### src/rtl/spi_nibble_master.sv
// SPI initiator reading LSB-first 4-bit words from a nibble responder.
// Define SPI_NIBBLE_GAP_EN to insert one unsampled SCK period between nibbles.
module spi_nibble_master #(
  parameter int CLK_DIV = 4,
  parameter int NIBBLES = 4
) (
  input  logic       clk,
  input  logic       rst,
  input  logic       start,
  input  logic [3:0] tx_nibble,
  output logic       busy,
  output logic       done,
  output logic [3:0] rx_word,
  output logic       rx_valid,
  output logic [3:0] rx_count,
  output logic       SSEL,
  output logic       SCK,
  output logic       MOSI,
  input  logic       MISO
);

  localparam int CW = (CLK_DIV > 1) ? $clog2(CLK_DIV) : 1;
  localparam logic [CW-1:0] CNT_LAST = CW'(CLK_DIV - 1);
  localparam logic [3:0]    NIB_LAST = 4'(NIBBLES);

  typedef enum logic [2:0] {IDLE, SETUP, SHIFT, GAP, HOLD, RECOVER} state_t;

  state_t        state_q, state_d;
  logic [CW-1:0] cnt_q, cnt_d;
  logic          half_q, half_d;
  logic [1:0]    bit_q, bit_d;
  logic [3:0]    nib_q, nib_d;
  logic [3:0]    tx_q, tx_d;
  logic [3:0]    sr_q, sr_d;
  logic          pend_q, pend_d;
  logic          busy_d, done_d, ssel_d, sck_d, mosi_d;
  logic [3:0]    rx_word_d, rx_count_d;
  logic          rx_valid_d;
  logic          cnt_last;

  assign cnt_last = (cnt_q == CNT_LAST);

  always_ff @(posedge clk) begin
    if (rst) begin
      state_q  <= IDLE;
      cnt_q    <= '0;
      half_q   <= 1'b0;
      bit_q    <= 2'd0;
      nib_q    <= 4'd0;
      tx_q     <= 4'd0;
      sr_q     <= 4'd0;
      pend_q   <= 1'b0;
      busy     <= 1'b0;
      done     <= 1'b0;
      SSEL     <= 1'b1;
      SCK      <= 1'b0;
      MOSI     <= 1'b0;
      rx_word  <= 4'd0;
      rx_valid <= 1'b0;
      rx_count <= 4'd0;
    end else begin
      state_q  <= state_d;
      cnt_q    <= cnt_d;
      half_q   <= half_d;
      bit_q    <= bit_d;
      nib_q    <= nib_d;
      tx_q     <= tx_d;
      sr_q     <= sr_d;
      pend_q   <= pend_d;
      busy     <= busy_d;
      done     <= done_d;
      SSEL     <= ssel_d;
      SCK      <= sck_d;
      MOSI     <= mosi_d;
      rx_word  <= rx_word_d;
      rx_valid <= rx_valid_d;
      rx_count <= rx_count_d;
    end
  end

  always_comb begin
    state_d    = state_q;
    cnt_d      = cnt_last ? '0 : cnt_q + 1'b1;
    half_d     = half_q;
    bit_d      = bit_q;
    nib_d      = nib_q;
    tx_d       = tx_q;
    sr_d       = sr_q;
    pend_d     = 1'b0;
    busy_d     = busy;
    done_d     = 1'b0;
    ssel_d     = SSEL;
    mosi_d     = MOSI;
    rx_word_d  = rx_word;
    rx_valid_d = 1'b0;
    rx_count_d = rx_count;

    // Nibble completes one cycle after its fourth sample is registered.
    if (pend_q) begin
      rx_word_d  = sr_q;
      rx_valid_d = 1'b1;
      if (rx_count != NIB_LAST)
        rx_count_d = rx_count + 4'd1;
    end

    case (state_q)
      IDLE: begin
        cnt_d  = '0;
        half_d = 1'b0;
        if (start) begin
          state_d    = SETUP;
          tx_d       = tx_nibble;
          rx_count_d = 4'd0;
          busy_d     = 1'b1;
          ssel_d     = 1'b0;
          mosi_d     = tx_nibble[0];
          bit_d      = 2'd0;
          nib_d      = 4'd0;
        end
      end
      SETUP: begin
        if (cnt_last) begin
          half_d = ~half_q;
          if (half_q)
            state_d = SHIFT;
        end
      end
      SHIFT, GAP: begin
        if (cnt_last) begin
          half_d = ~half_q;
          if (!half_q) begin
            // SCK rising: sample only in data slots.
            if (state_q == SHIFT) begin
              sr_d   = {MISO, sr_q[3:1]};
              pend_d = (bit_q == 2'd3);
            end
          end else if (state_q == GAP) begin
            state_d = SHIFT;
            mosi_d  = tx_q[0];
          end else begin
            bit_d  = bit_q + 2'd1;
            mosi_d = tx_q[bit_d];
            if (bit_q == 2'd3) begin
              nib_d = nib_q + 4'd1;
              if (nib_d == NIB_LAST) begin
                state_d = HOLD;
                mosi_d  = 1'b0;
              end else begin
`ifdef SPI_NIBBLE_GAP_EN
                state_d = GAP;
                mosi_d  = 1'b0;
`endif
              end
            end
          end
        end
      end
      HOLD: begin
        if (cnt_last) begin
          state_d = RECOVER;
          ssel_d  = 1'b1;
          done_d  = 1'b1;
          busy_d  = 1'b0;
        end
      end
      RECOVER: begin
        if (cnt_last)
          state_d = IDLE;
      end
      default: state_d = IDLE;
    endcase

    sck_d = half_d && (state_d == SHIFT || state_d == GAP);
  end

endmodule

### config.mk
export PLATFORM = sky130hd
export DESIGN_NAME = spi_nibble_master
export DESIGN_NICKNAME = d
export VERILOG_FILES = /design/src/rtl/spi_nibble_master.sv
export SDC_FILE = /design/constraint.sdc
export NUM_CORES = 1
export LEC_CHECK = 0
export BUFFER_PORTS_ARGS = -buffer_cell sky130_fd_sc_hd__buf_2
export CELL_PAD_IN_SITES_DETAIL_PLACEMENT = 1
export CELL_PAD_IN_SITES_GLOBAL_PLACEMENT = 2
export CORE_MARGIN = 2
export CORE_UTILIZATION = 37
export DETAILED_ROUTE_END_ITERATION = 16
export GPL_TIMING_DRIVEN = 0
export HOLD_SLACK_MARGIN = 0.06
export PLACE_DENSITY_LB_ADDON = 0.3
export SLEW_MARGIN = 10
export SYNTH_ARGS = -nofsm -noshare
export SYNTH_HDL_FRONTEND = slang
export SYNTH_SLANG_ARGS = --single-unit
### constraint.sdc
create_clock -name clk -period 3.52 [get_ports clk]
set_input_delay 0.352 -clock clk [delete_from_list [all_inputs] [get_ports clk]]
set_output_delay 0.352 -clock clk [all_outputs]
set_load 0.1 [all_outputs]
**After elaboration in Yosys (flattened, before gate mapping)**

Index checks and enable logic that the tools add are counted.

- Equality and inequality tests: 17
- Multiplexer cells: 45
- Bitwise gates (word level): 5
- Add/sub/neg operators: 4
- Reduce and logical (&&, ||, !) cells: 16
- Magnitude comparators: 1

Operators with widths:

| operator | count |
|---|---|
| $mux W4 | 9 |
| $mux W3 | 10 |
| $pmux W3 S5 | 1 |
| $mux W1 | 14 |
| $eq A3 B2 Y1 const B | 4 |
| $ne A2 B2 Y1 const B | 6 |
| $add A4 B1 Y4 const B | 2 |
| $mux W2 | 4 |
| $pmux W1 S2 | 4 |
| $pmux W4 S2 | 1 |
| $reduce_and A4 Y1 | 2 |
| $eq A3 B3 Y1 const B | 2 |
| $reduce_and A6 Y1 | 1 |
| $reduce_or A3 Y1 | 2 |
| $not A1 Y1 | 5 |
| $reduce_and A5 Y1 | 1 |
| $reduce_or A5 Y1 | 1 |
| $add A2 B1 Y2 const B | 2 |
| $eq A2 B2 Y1 const B | 2 |
| $eq A4 B3 Y1 const B | 1 |
| $ne A4 B3 Y1 const B | 1 |
| $pmux W2 S2 | 1 |
| $reduce_bool A2 Y1 | 2 |
| $reduce_or A2 Y1 | 2 |
| 8 further kinds | 8 |

- Input port bits: 8
- Flip-flop bits (word level): 35
- Word-level logic and storage cells: 104
- Output and inout port bits: 14

**Longest topological paths before layout**

Gate-level depths: netlist of the first run.

- Depth after elaboration: 11
- Depth in mapped cells: 7
- Mapped depth without buffers: 6

**Worst setup path before layout of the first run**

Ideal clock, no wire load.

- Kind: flip-flop to flip-flop
- Start point: reg rx_count[0]
- End point: reg rx_count[3]
- Buffers on the path: 0
- Setup slack: 1.604 ns
- Arrival time: 1.846 ns
- Setup time: 0.070 ns
- Data required time: 3.450 ns
- Cell stages (with the launch flop): 5
- Period minus slack after synthesis: 1.916 ns
- Cell sequence: dfxtp_1 -> inv_1 -> ha_1 -> or3_1 -> a21oi_1

- Longest elaborated chain between the ends: 5
- Elaborated cells on any way between the ends: 6
- Those cells by class: add/sub: 1; eq/ne: 1; mux: 4

RTL lines:

| item | line | source |
|---|---|---|
| start, declared | 15 | `output logic [3:0] rx_count,` |
| start signal, assigned | 77 | `rx_count <= rx_count_d;` |
| $add A4 B1 Y4 / $ne A4 B3 Y1 (equally long branches) | 103, 102 |  |
| $mux W4 (*) | 102 | `if (rx_count != NIB_LAST)` |
| $mux W4 (*) | 99 | `if (pend_q) begin` |
| $mux W4 | 110 | `if (start) begin` |
| $mux W4 (*) | 106 | `case (state_q)` |

Every way passes the cells marked *; elsewhere a longest branch is shown, timed or not.
A chain may end at the register's enable or synchronous reset.

**Worst setup path after layout of the first run**

- Start point: reg half_q
- End point: reg SCK

- Longest elaborated chain between the ends: 6
- Elaborated cells on any way between the ends: 12
- Those cells by class: eq/ne: 2; mux: 7; bitwise: 1; reduce/logical: 2

RTL lines:

| item | line | source |
|---|---|---|
| start, declared | 30 | `logic half_q, half_d;` |
| start signal, assigned | 64 | `half_q <= half_d;` |
| $mux W3, on equally long branches | 131, 124 |  |
| $mux W3, on equally long branches | 129, 122 |  |
| $pmux W3 S5 | 106 |  |
| $eq A3 B2 Y1 | 173 | `sck_d = half_d && (state_d == SHIFT \|\| state_d == GAP);` |
| $logic_or A1 B1 Y1 | 173 |  |
| $logic_and A1 B1 Y1 (*) | 173 |  |
| end signal, assigned | 73 | `SCK <= sck_d;` |
| end, declared | 17 | `output logic SCK,` |

Marks and branches as above.

==> impl_metrics.toml, run 1 <==
[sta]
finalHoldViolCount = 0
tightestPinTransition_ns = 0.643
slew_violations = 0
period_share_pct = 49.9
fin_skew_ns = 0.00506
finalCriticalPeriod_ns = 1.76
rsz0062_at_grt = "false"
setup_viol = 0
max_freq_mhz = 569
fin_tns_setup_ns = 0
slew_headroom_pct = 57.0

[route]
route.met2.wl_um = 1710
first_pass_iters = 4
dr_total_vias = 1276
drtIter0Drc = 18
wl_met1_um = 1710
routed_wl_um = 3600
drc = 0
antenna_left = 0
maxUsedRoutingLayer = "met4"
wl_met3_um = 147
wl_per_cell_um = 14.4
vias_per_cell = 5.10

[clock_network]
cts_made_buffers = 5
post_cts_buffers = 0
root_buffer = "clkbuf_8"
post_cts_resized = 0
cts_buffer_depth = 2
clock_latency_ns = 0.29
clock_sinks = 35
cts_hold_repair.buffers = 0
cts_tree = "yes"
htreeDepth = 2
clk_pin_slew_ns = 0.08

[finish]
areaGrowthSynthToFinish_pct = 16.3
nets = 213
regArea_um2 = 701
stdcell_count = 250
antenna_cells = 0
fillers = 506
final_common_cell = "dfxtp_1"
final_layout_size_suffix_gt1_share_pct = 20.5
fin_area_um2 = 1860
final_cell_mix = "35 x dfxtp_1, 24 x buf_2, 23 x nor2_1"
multiInputGateArea_um2 = 811

[critical_path]
worstSetupPathType = "flop to flop"
cp_max_fo = 8
crit_path_start_kind = "flop"
end_kind = "flop"
required_ns = 3.76
cp.arrival_ns = 1.99

[placement]
place_inst = 242
place.gp.congestion = 0.768
portBuffers = 21
postPlaceCellArea_um2 = 1770
dp.final_hpwl_um = 2730

[global_routing]
grt_pass1_vias = 1324
grt-ovfl-total = 0
grt_antenna_before_repair = 0
grt.total_usage_pct = 16.2
grt_max_degree = 14
grt_pass1_wl_um = 6260

[synth]
async_reset_ff_share_pct = 0
yosys.area.top_type_share_pct = 43.9
synthesis.area_um2 = 1600
syn_nets = 185
yosys-top-cells-area = "dfxtp_1 44%, mux2i_1 10%, nor2_1 5.4%"
synth-warning-count = 0
syn_inst = 171
ys_ff_latch = 35
synth_largest_area_cell = "dfxtp_1"
netlist-cell-type-count = 43
synth_enable_flop_cells = 0
syn_area_per_cell_um2 = 9.34
synth_flop_cell = "dfxtp_1"
ys_seq_area_share_pct = 43.9

[floorplanning]
die_x_um = 69.7
die_h_um = 69.7
start_util_pct = 39.1
num_rows = 23
num_io_pins = 22
die_area_um2 = 4860
core_um2 = 4090

[run]
maxCapViolCount = 0

[power]
peakVddDrop_uv = 207
power_leakage_nw = 0.736
powerDensity_nw_per_um2 = 420

[hold_path]
hold_class = "input port to flop"

[run_status]
outcome = "finished clean"
-- cell families after synthesis --
logic type,Yosys count,share of synthesized area [%]
and+or+nand+nor,68,23.4
DFF,35,43.9
AOI/OAI and AO/OA,26,9.95
muxes,18,12.1
buffers and inverters,17,5.40
adders and majority gates,6,4.70
xor gates and xnor gates,1,0.548
-- metrics by stage --
step | power [mW] | hold WS [ns] | utilization (%) | setup slack (ns)
2_1_floorplan | 0.473 | 0.407 | - | 1.60
3_3_place_gp | 0.489 | 0.415 | 43.2 | 1.85
3_5_place_dp | 0.491 | 0.429 | 43.2 | 1.78
4_1_cts | 0.789 | 0.293 | 45.5 | 1.77
5_1_grt | 0.822 | 0.291 | 45.5 | 1.60
6_report | 0.780 | 0.301 | 45.5 | 1.76
-- area by class of cell --
type / instances / share of cell area, %
clock buffer: 5 / 3.70
multi-input combinational: 119 / 43.6
timing repair buffer: 21 / 5.66
sequential: 35 / 37.7
inverter: 7 / 1.41
clock inverter: 3 / 1.28
tap: 50 / 3.37
buffer: 10 / 3.23
-- per-layer routing --
layer / global-route usage, % / vias up
met1: 19.4 / 600
met4: 5.56 / 0
met3: 4.80 / 5
met2: 27.8 / 22
met5: 0 / -
li1: - / 649
-- worst max-delay path: stages, from the launching register on --
cell      delay (ns)
dfxtp_1         0.32
clkbuf_1        0.29
inv_1           0.10
ha_1            0.32
or3_1           0.35
a21oi_1         0.19
and2_1          0.14
-- power by group --
group	total, mW	leakage [nW]	internal, mW	switching, mW
combinational	0.0712	0.412	0.0224	0.0488
sequential	0.409	0.284	0.404	0.00563
clock	0.300	0.0408	0.141	0.158
total	0.780	0.736	0.567	0.213
-- flip-flops by register name, summed over array words and instances, names as in the netlist, 2 cells and up --
name / count
sr_q: 4
tx_q: 4
rx_word: 4
nib_q: 4
rx_count: 4
cnt_q: 2
bit_q: 2
state_q: 3
-- Yosys cell counts, drive strengths merged, types with 2 or more instances --
master and count:
nor3b 2, nand2 9, clkbuf 2, nor2b 6
buf 8, dfxtp 35, a21oi 13, nand2b 2
ha 6, and2 2, nor2 23, inv 7
mux2i 16, nor4b 2, nand3b 2, nand3 6
nor3 3, and3 2, o21ai 4, a31oi 2
or3 2
-- worst paths after layout --
check | to | slack [ns] | start | cells past startpoint
max reg2reg | SCK | 1.76 | half_q | 6
min | tx_q[1] | 0.30 | tx_nibble[1] | 3
min reg2reg | cnt_q[0] | 0.43 | cnt_q[0] | 1
max | SCK | 1.76 | half_q | 6
(Power assumes the default switching activity.)
==> inputs of run 2 (changes only) <==
--- a/config.mk
+++ b/config.mk
@@ -9,7 +9,7 @@
 export CELL_PAD_IN_SITES_DETAIL_PLACEMENT = 1
 export CELL_PAD_IN_SITES_GLOBAL_PLACEMENT = 2
 export CORE_MARGIN = 2
-export CORE_UTILIZATION = 37
+export CORE_UTILIZATION = 31
 export DETAILED_ROUTE_END_ITERATION = 16
 export GPL_TIMING_DRIVEN = 0
 export HOLD_SLACK_MARGIN = 0.06
==> constraint.sdc (replaced) <==
create_clock -name clk -period 1.55 [get_ports clk]
set_input_delay 0.155 -clock clk [delete_from_list [all_inputs] [get_ports clk]]
set_output_delay 0.155 -clock clk [all_outputs]
set_load 0.1 [all_outputs]
==> run 2 against run 1 <==
Sequential cell count unchanged. Worst hold slack got worse by 0.20 ns. Die area increased by 18%. First-iteration DRC count increased to 2.8 times the previous value. Register-to-register slack got worse by 1.7 ns. Maximum frequency increased by 17%. Via count increased by 6.9%. Final cell count increased by 8.8%. Routed wire length increased by 13%. Critical endpoint unchanged. Highest routed layer unchanged.
==> impl_metrics.toml, run 2 (same netlist as run 1, synthesis figures left out) <==
[placement]
dp.final_hpwl_um = 2850
place.gp.congestion = 0.758
place_inst = 262
portBuffers = 21

[critical_path]
cp_max_fo = 6
cp_slowest_cell = "or3_1"
worstPathCellList = "ha_4 > ha_1 > or3_1 > a21oi_2 > and2_1"
cp.arrival_ns = 1.74
path_buf_inv = 0
end_kind = "flop"
crit_path_start_kind = "flop"
required_ns = 1.79
reg2reg_depth = 5
crit_cells = 5
worstSetupPathType = "flop to flop"
max_stage_delay_ns = 0.37
crit_family = "simple AND/OR/NAND/NOR gates"

[floorplanning]
die_x_um = 75.8
die_area_um2 = 5740
start_util_pct = 31.7
num_io_pins = 22
die_h_um = 75.8
core_um2 = 5040
num_rows = 26

[route]
dr_total_vias = 1364
drc = 0
antenna_left = 0
vias_per_cell = 5.01
routed_wl_um = 4080
wl_per_cell_um = 15.0
drtIter0Drc = 50
first_pass_iters = 4

[clock_network]
cts_buffer_depth = 2
cts_tree = "yes"
clock_sinks = 35
cts_hold_repair.buffers = 0
cts_made_buffers = 5
clk_pin_slew_ns = 0.07
clock_latency_ns = 0.29
htreeDepth = 2
root_buffer = "clkbuf_8"

[finish]
nets = 215
stdcell_count = 272
antenna_cells = 0
final_layout_size_suffix_gt1_share_pct = 29.2
final_common_cell = "dfxtp_1"
final_cell_mix = "28 x dfxtp_1, 24 x buf_2, 23 x nor2_1"
areaGrowthSynthToFinish_pct = 24.3

[global_routing]
grt_pass1_wl_um = 6470
grt_max_degree = 12
grt_antenna_before_repair = 0
grt-ovfl-total = 0
grt.total_usage_pct = 15.1
grt_pass1_vias = 1346

[hold_path]
hold_depth = 3
hold_class = "input port to flop"

[sta]
finalCriticalPeriod_ns = 1.50
max_freq_mhz = 665
fin_tns_setup_ns = 0
rsz0062_at_grt = "false"
tightestPinTransition_ns = 0.584
period_share_pct = 97.0
setup_viol = 0
fin_skew_ns = 0.00748
slew_headroom_pct = 61.1
slew_violations = 0
finalHoldViolCount = 0

[power]
p_switching_mw = 0.484
power_leakage_nw = 0.759
seq_power_share_pct = 52.3
powerDensity_nw_per_um2 = 895
pwr-share-comb_pct = 10.4
internal_power_mw = 1.29
peakVddDrop_uv = 346
p_sw_share_pct = 27.3
clkPwrFrac_pct = 37.4

[run_status]
outcome = "finished clean"

[run]
maxCapViolCount = 0
run 2: per-stage QoR:
stage / setup slack (ns) / cell area [um^2] / hold WS (ns) / total power [mW] / util (%)
floorplan: 0.00642 / 1600 / 0.302 / 1.07 / -
global placement: -0.163 / 1800 / 0.390 / 1.11 / 35.6
detailed placement: -0.175 / 1800 / 0.411 / 1.11 / 35.6
CTS: 0.0134 / 1930 / 0.102 / 1.78 / 38.2
global route: 0.00202 / 1990 / 0.106 / 1.85 / 39.4
finish: 0.0465 / 1990 / 0.103 / 1.78 / 39.4
run 2: worst reg2reg max path, delay by kind of cell (launching register included):
family | cells | cell delay [ns]
simple gates | 2 | 0.50
compound gates | 1 | 0.15
fa+ha+maj | 2 | 0.47
flops | 1 | 0.34
run 2: final cells by class:
cell class	instances	area [um^2]
inverters	7	26.3
multi-input cells	119	875
plain buffers	9	57.6
clock buffers	6	72.6
fillers	592	3060
repair buffers	24	140
clock inverters	2	12.5
flip-flops and latches	35	714
well taps	70	87.6
run 2: final timing paths:
check,slack [ns],from,endpoint
setup / recovery,0.05,cnt_q[0],SCK
hold / removal,0.10,tx_nibble[3],tx_q[3]
hold reg to reg,0.45,cnt_q[0],cnt_q[0]
setup reg to reg,0.05,cnt_q[0],SCK
run 2: what timing repair did:
action / 4_1_cts / 5_1_grt
gates resized for setup: 6 / 11
setup buffers: 2 / 1
endpoints found under the setup margin: 12 / 9
pin swaps: 1 / 2
run 2: power groups by stage:
| stage | sequential, mW | clock, mW | combinational (mW) |
|---|---|---|---|
| 2_1_floorplan | 0.998 | 0 | 0.0736 |
| 3_3_place_gp | 0.947 | 0 | 0.162 |
| 3_5_place_dp | 0.949 | 0 | 0.165 |
| 4_1_cts | 0.929 | 0.674 | 0.177 |
| 5_1_grt | 0.931 | 0.725 | 0.198 |
| 6_report | 0.929 | 0.664 | 0.184 |
run 2: per-layer routing:
layer	global-route usage [%]	routed length (um)	up-vias
met5	0	0	-
met4	5.65	60	0
met3	4.37	142	7
met2	24.7	2000	25
met1	18.8	1890	679
li1	-	-	653
==> inputs of run 3 (changes only) <==
==> constraint.sdc (replaced) <==
create_clock -name clk -period 1.25 [get_ports clk]
set_input_delay 0.125 -clock clk [delete_from_list [all_inputs] [get_ports clk]]
set_output_delay 0.125 -clock clk [all_outputs]
set_load 0.1 [all_outputs]
==> run 3 against run 2 <==
Via count rose by 6.3%. Sequential cell count stayed put. The flow now finishes with violations (setup timing). Final cell count rose by 6.3%. Clock-buffer cell count is the same. Clock skew grew 0.0023 ns. Core utilization increased by 7.1 points. Final area grew 18%. Critical path depth increased by 1. Sequential share of layout area is 4.8 points lower. Setup slack got worse by 0.30 ns. Critical endpoint is now nib_q[0]. Power up 49%. Largest cell class unchanged.
==> impl_metrics.toml, run 3 (same netlist as run 1, synthesis figures left out) <==
[run_status]
outcome = "finished with violations"
violations = "setup timing"

[critical_path]
end_kind = "flop"
worstSetupPathType = "flop to flop"
worstPathCellList = "buf_6 > nor4b_4 > buf_4 > a21o_1 > a21oi_2 > mux2_4"
cp_slowest_cell = "dfxtp_4"
cp_max_fo = 3
max_stage_delay_ns = 0.35
crit_path_start_kind = "flop"
cp.arrival_ns = 1.68
required_ns = 1.43

[route]
route.met2.wl_um = 2270
wl_per_cell_um = 15.5
antenna_left = 0
maxUsedRoutingLayer = "met4"
wl_met3_um = 158
first_pass_iters = 4
routed_wl_um = 4480
vias_per_cell = 5.02
drc = 0
drtIter0Drc = 49
wl_met1_um = 1980
dr_total_vias = 1450

[finish]
fillers = 582
regArea_um2 = 731
final_util_pct = 46.5
final_layout_size_suffix_gt1_share_pct = 47.5
final_cell_mix = "22 x buf_2, 22 x nor2_1, 21 x dfxtp_1"
antenna_cells = 0
fin_area_um2 = 2340
stdcell_count = 289
nets = 232
multiInputGateArea_um2 = 981
areaGrowthSynthToFinish_pct = 46.8

[clock_network]
clk_pin_slew_ns = 0.08
cts_made_buffers = 5
cts_buffer_depth = 2
cts_tree = "yes"
root_buffer = "clkbuf_8"
clock_latency_ns = 0.29
clock_sinks = 35
htreeDepth = 2

[floorplanning]
die_x_um = 75.8
start_util_pct = 31.7
num_io_pins = 22
die_area_um2 = 5740
num_rows = 26
die_h_um = 75.8
core_um2 = 5040

[placement]
dp.final_hpwl_um = 2830
place_inst = 262
place_ws_ns = -0.437
postPlaceCellArea_um2 = 1860
place.gp.congestion = 0.831
portBuffers = 21

[sta]
setup_ws_ns = -0.254
tightestPinTransition_ns = 0.583
setup_viol = 26
slew_violations = 0
rsz0062_at_grt = "true"
max_freq_mhz = 665
finalHoldViolCount = 0
finalCriticalPeriod_ns = 1.50
slew_headroom_pct = 61.1
fin_tns_setup_ns = -3.20
fin_skew_ns = 0.00981
period_share_pct = 120

[global_routing]
grt_antenna_before_repair = 0
grt_pass1_wl_um = 7020
grt_max_degree = 12
grt.total_usage_pct = 16.4
grt-ovfl-total = 0
grt_pass1_vias = 1450

[power]
powerDensity_nw_per_um2 = 1130
peakVddDrop_uv = 591
power_leakage_nw = 0.900

[hold_path]
hold_class = "input port to flop"

[run]
maxCapViolCount = 0
[run 3: cell types whose count changed in the layout (fill, tap and decap cells not counted), moves of 4 or more]
cell and delta:
buf_4 +11, dfxtp_2 +4, buf_6 +4, a21oi_2 +5, o21ai_0 -4, dfxtp_1 -7, a21oi_1 -7
[run 3: worst paths after layout]
check	slack, ns	cells after the start	endpoint	start
hold reg to reg	0.43	1	cnt_q[0]	cnt_q[0]
setup reg to reg	-0.25	6	nib_q[0]	state_q[0]
hold / removal	0.08	3	tx_q[3]	tx_nibble[3]
setup / recovery	-0.25	6	nib_q[0]	state_q[0]
[run 3: repair_timing]
item	in CTS	in global routing
gates resized for setup	25	28
setup buffers	14	5
cloned	0	1
pin swaps	13	20
endpoints found under the setup margin	27	29
hold buffers	0	0
[run 3: layout make-up]
cell class | count | area share [%]
clock buffers | 6 | 3.09
flip-flops and latches | 35 | 31.2
repair buffers | 40 | 12.2
clock inverters | 2 | 2.56
inverters | 7 | 1.12
well taps | 70 | 3.74
plain buffers | 10 | 4.32
multi-input cells | 119 | 41.8
[run 3: worst max-delay path: cells and delay by family, from the launching register on]
family	cells	cell delay (ns)
flops	1	0.35
simple gates	1	0.32
buf+inv	2	0.30
mux	1	0.26
compound gates	2	0.15
[run 3: report_power, final]
part | internal, mW | leakage [nW] | switching (mW) | total (mW)
clock network | 0.798 | 0.0654 | 0.416 | 1.21
logic | 0.118 | 0.543 | 0.170 | 0.288
registers | 1.13 | 0.291 | 0.0166 | 1.15
[run 3: metrics by stage]
stage               hold slack (ns)  power [mW]
global placement              0.360        1.38
CTS                          0.0723        2.65
finish                       0.0776        2.65
detailed placement            0.371        1.38
floorplan                     0.272        1.33
global route                 0.0749        2.76
[run 3: layer usage]
metal | up-vias | track usage (%)
met4 | 0 | 6.82
met2 | 28 | 26.3
met5 | - | 0
met1 | 724 | 20.8
met3 | 8 | 4.23
li1 | 690 | -
